**config.mk**
```make
export PLATFORM = sky130hd
export DESIGN_NAME = char_window_encoder
export DESIGN_NICKNAME = d
export VERILOG_FILES = /design/src/rtl/char_window_encoder.sv
export SDC_FILE = /design/constraint.sdc
export NUM_CORES = 1
export LEC_CHECK = 0
export BUFFER_PORTS_ARGS = -buffer_cell sky130_fd_sc_hd__buf_4
export CAP_MARGIN = 20
export CORE_ASPECT_RATIO = 0.9
export CORE_UTILIZATION = 55
export CTS_CLUSTER_DIAMETER = 200
export CTS_CLUSTER_SIZE = 8
export DETAILED_ROUTE_END_ITERATION = 8
export PLACE_DENSITY = 0.82
export SYNTH_ARGS = -nofsm -noshare
export SYNTH_HDL_FRONTEND = slang
export SYNTH_SLANG_ARGS = --single-unit
```
**constraint.sdc**
```tcl
create_clock -name clk -period 7.97 [get_ports clk]
set_clock_uncertainty 0.05 [all_clocks]
set_input_delay 1.594 -clock clk [delete_from_list [all_inputs] [get_ports clk]]
set_output_delay 1.594 -clock clk [all_outputs]
set_load 0.03 [all_outputs]
```
**src/rtl/char_window_encoder.sv**
```systemverilog
// char_window_encoder: maps ASCII letters/space to one-hot classes and keeps a
// sliding window of the last SEQ_LENGTH letters, offered downstream when full.
module char_window_encoder #(
   parameter int SEQ_LENGTH = 4,
   parameter int ENC = 27,
   parameter int FW = 3
) (
   input  logic                      clk,
   input  logic                      rst,
   input  logic [7:0]                in_char,
   input  logic                      in_valid,
   output logic                      in_ready,
   input  logic                      flush,
   output logic [ENC*SEQ_LENGTH-1:0] word,
   output logic                      word_valid,
   input  logic                      word_ready,
   output logic [FW-1:0]             fill,
   output logic                      drop,
   output logic [15:0]               word_count
);
   localparam int W = ENC*SEQ_LENGTH;
   logic lower, upper, mappable, accept, consume, shift;
   logic [4:0] cls;
   logic [ENC-1:0] onehot;
   logic [FW-1:0] fill_next;
   assign lower = in_char >= 8'h61 && in_char <= 8'h7a;
   assign upper = in_char >= 8'h41 && in_char <= 8'h5a;
   assign mappable = lower || upper || in_char == 8'h20;
   assign cls = lower ? 5'(in_char - 8'h60) : upper ? 5'(in_char - 8'h40) : 5'd0;
   assign onehot = ENC'(1) << cls;
   assign in_ready = !flush && !(word_valid && !word_ready);
   assign accept = in_valid && in_ready;
   assign consume = word_valid && word_ready;
   assign shift = accept && mappable;
   assign fill_next = (fill == FW'(SEQ_LENGTH)) ? fill : fill + 1'b1;
   // newest letter enters the top slot; the oldest falls off slot 0
   always_ff @(posedge clk or posedge rst) begin
      if (rst) begin
         word <= '0;
         word_valid <= 1'b0;
         fill <= '0;
         drop <= 1'b0;
         word_count <= '0;
      end else begin
         if (consume) word_count <= word_count + 16'd1;
         if (flush) begin
            word <= '0;
            fill <= '0;
            word_valid <= 1'b0;
            drop <= 1'b0;
         end else begin
            drop <= accept && !mappable;
            if (shift) begin
               word <= (word >> ENC) | (W'(onehot) << (W - ENC));
               fill <= fill_next;
               word_valid <= fill_next == FW'(SEQ_LENGTH);
            end else if (consume) begin
               word_valid <= 1'b0;
            end
         end
      end
   end
endmodule

```
==> results.yml <==
run_status:
  status: "complete, no violations"
power:
  power_mw: 1.49
  p_leak_nw: 4.04
  vdd_ir_drop_max_v: 0.000150
  cellPowerDensity_nw_per_um2: 197
synthesis:
  netlist_instances: 496
  ys_seq_area_share_pct: 55.4
  synth_top_cell_by_area: "dfrtp_1"
  synth-edff-count: 0
  synth_area_leaders: "dfrtp_1 (55%), mux2i_1 (7.0%), mux2_2 (6.6%), nor2b_1 (6.2%), mux2_1 (4.4%)"
  syn_area_um2: 5830
  synth_cell_types: 50
  synth_common_cells: "dfrtp_1 (129), nand2_1 (62), nor2b_1 (58)"
  synth_area_per_cell_um2: 11.8
  ys.flop_type: "dfrtp_1"
  synth_most_common_cell: "dfrtp_1"
  syn-num-nets: 512
  synth_top_area_share_pct: 55.4
  ys_ff_latch: 129
  ys_warn_count: 0
  synthArstFlopShare_pct: 100
placed_design:
  io_buffers: 142
  dp_hpwl_um: 8460
  place_congestion: 0.833
cells_and_area:
  syn2layout_area_growth_pct: 30.1
  drive_gt1_share_pct: 33.9
  antenna_cells: 0
  n_fill_cell: 700
  multi_input_area_um2: 2390
  seq_area_um2: 3230
  layout.nets: 652
global_route:
  top_usage_layer: "met2"
  grt_max_degree: 88
  gr-usage-all-layers_pct: 24.1
  gr-total-overflow: 0
  use_met2_pct: 38.9
  antenna_found_initial: 0
  grt_pass1_wl_um: 21100
  use_met1_pct: 32.6
  grt_pass1_vias: 4157
  gr-usage-met3_pct: 5.97
clock_tree:
  root_buffer: "clkbuf_16"
  cts.htree.levels: 4
  cts_tree: "built"
  path_clk_slew_ns: 0.06
  cts.repair.resized: 0
  cts_sinks: 129
  cts.path.max_buffers: 2
  cts_hold_buf: 0
  cts-buffers-inserted: 17
  clock_latency_ns: 0.41
  cts_setup_buffers: 0
routing:
  via_per_inst: 5.38
  first_pass_iters: 4
  wire_per_inst_um: 16.5
  vias: 4186
  drt.antenna.violating_nets: 0
  drc: 0
  dr.first_iter.drc_count: 317
  wirelength_um: 12800
floorplan:
  rows: 35
  ioPinCount: 143
  die_area_um2: 11000
  die_x_um: 111
  design.core.area_um2: 10300
  die_h_um: 99.7
  start_util_pct: 56.6
setup_path:
  startpoint_type: "input port"
  path_cells: "buf_4 -> clkinv_1 -> buf_4 -> and2_1 -> buf_4"
  path_buf_inv: 4
  slowest_delay_ns: 0.54
  cp-end-kind: "output pin"
  path_class: "in2out"
  r2r_slack_ns: 5.26
  critPathTopFamily: "buffers and inverters"
  cp_data_required_time_ns: 6.33
  arrival_ns: 2.98
  crit_top_cell: "buf_4"
  crit_path_top_delay_cell: "buf_4"
  cp_max_fo: 65
hold_path:
  hp-class: "reg2reg"
timing:
  period_needed_ns: 4.62
  max_freq_mhz: 216
  worstMarginPinSlew_ns: 0.985
  maxSlewHeadroom_pct: 34.1
  hold_viol: 0
  rsz0062_at_grt: "false"
  period_share_pct: 58.0
  setup_viol: 0
  drv_slew: 0
  final.setup.tns_ns: 0
job:
  drv_cap: 0
## logic make-up after synthesis
logic type               after synthesis  synth area share (%)
AO/OA/AOI/OAI                         31                  4.04
XOR/XNOR                              16                  2.40
adder cells (fa/ha/maj)                3                 0.644
buffers and inverters                 49                  3.80
flip-flops                           129                  55.4
multiplexers                          98                  18.1
AND/OR/NAND/NOR                      170                  15.7
## routing by layer
layer  vias to the layer above  share of wire (%)
met1                      2078                 44
met2                       122                 50
met5                         -                  0
met4                         0               0.63
li1                       1978                  -
met3                         8                5.5
## where the power goes
group	switching [mW]	total, mW	internal [mW]
clock	0.303	0.772	0.469
sequential	0.00138	0.658	0.656
combinational	0.0450	0.0643	0.0193
## placed cells by master (no fill, tap or decap), types with 2 or more instances in the layout
cell type / count
and3_1: 4
xor2_1: 5
clkinv_4: 3
mux2_1: 23
buf_4: 146
nor2b_1: 58
nand3_1: 7
nand4_1: 3
a31oi_1: 2
nor2_1: 6
ha_1: 3
inv_6: 6
clkinvlp_4: 2
or2_2: 2
and2_1: 3
inv_1: 21
bufinv_16: 2
nor4_1: 3
dfrtp_1: 129
nor3_1: 5
nand4b_1: 2
o22ai_1: 11
nand2_1: 62
mux2_2: 34
nand2b_1: 5
clkbuf_16: 17
xnor2_1: 11
o31ai_1: 3
and4_1: 3
o211ai_1: 2
mux2i_1: 41
## path summary, 6_finish.rpt
kind | startpoint | cells after the start | to
worst max-delay path | flush | 5 | in_ready
worst min-delay path | word_count[15] | 1 | word_count[15]
worst max register to register | word_valid | 5 | word[9]
worst min register to register | word_count[15] | 1 | word_count[15]
max in group asynchronous | rst | 4 | word[83]
min in group asynchronous | rst | 2 | word_count[2]
## state kept, by name, indices dropped and copies added, names as in the netlist
| signal | count |
|---|---|
| drop | 1 |
| word_valid | 1 |
| word_count | 16 |
| word | 108 |
| fill | 3 |
## layout make-up
class                           instances  area share, %
Inverter                               23           1.17
Multi-Input combinational cell        318           31.5
Sequential cell                       129           42.6
Timing Repair Buffer                  147           14.8
Clock buffer                           17           5.61
Clock inverter                         15           2.24
Tap cell                              129           2.13
## stage by stage
stage                     utilization [%]  instances  worst slack [ns]  cell area, um2  hold WS (ns)
after CTS                            73.4        777              3.35            7560         0.432
after floorplan                         -        496              2.89            5830         0.604
final                                73.7        778              3.35            7580         0.430
after detailed placement             67.6        745              3.35            6960         0.420
after global placement               67.6        745              3.37            6960         0.415
after global routing                 73.7        778              3.22            7580         0.461
(Power assumes the default switching activity.)
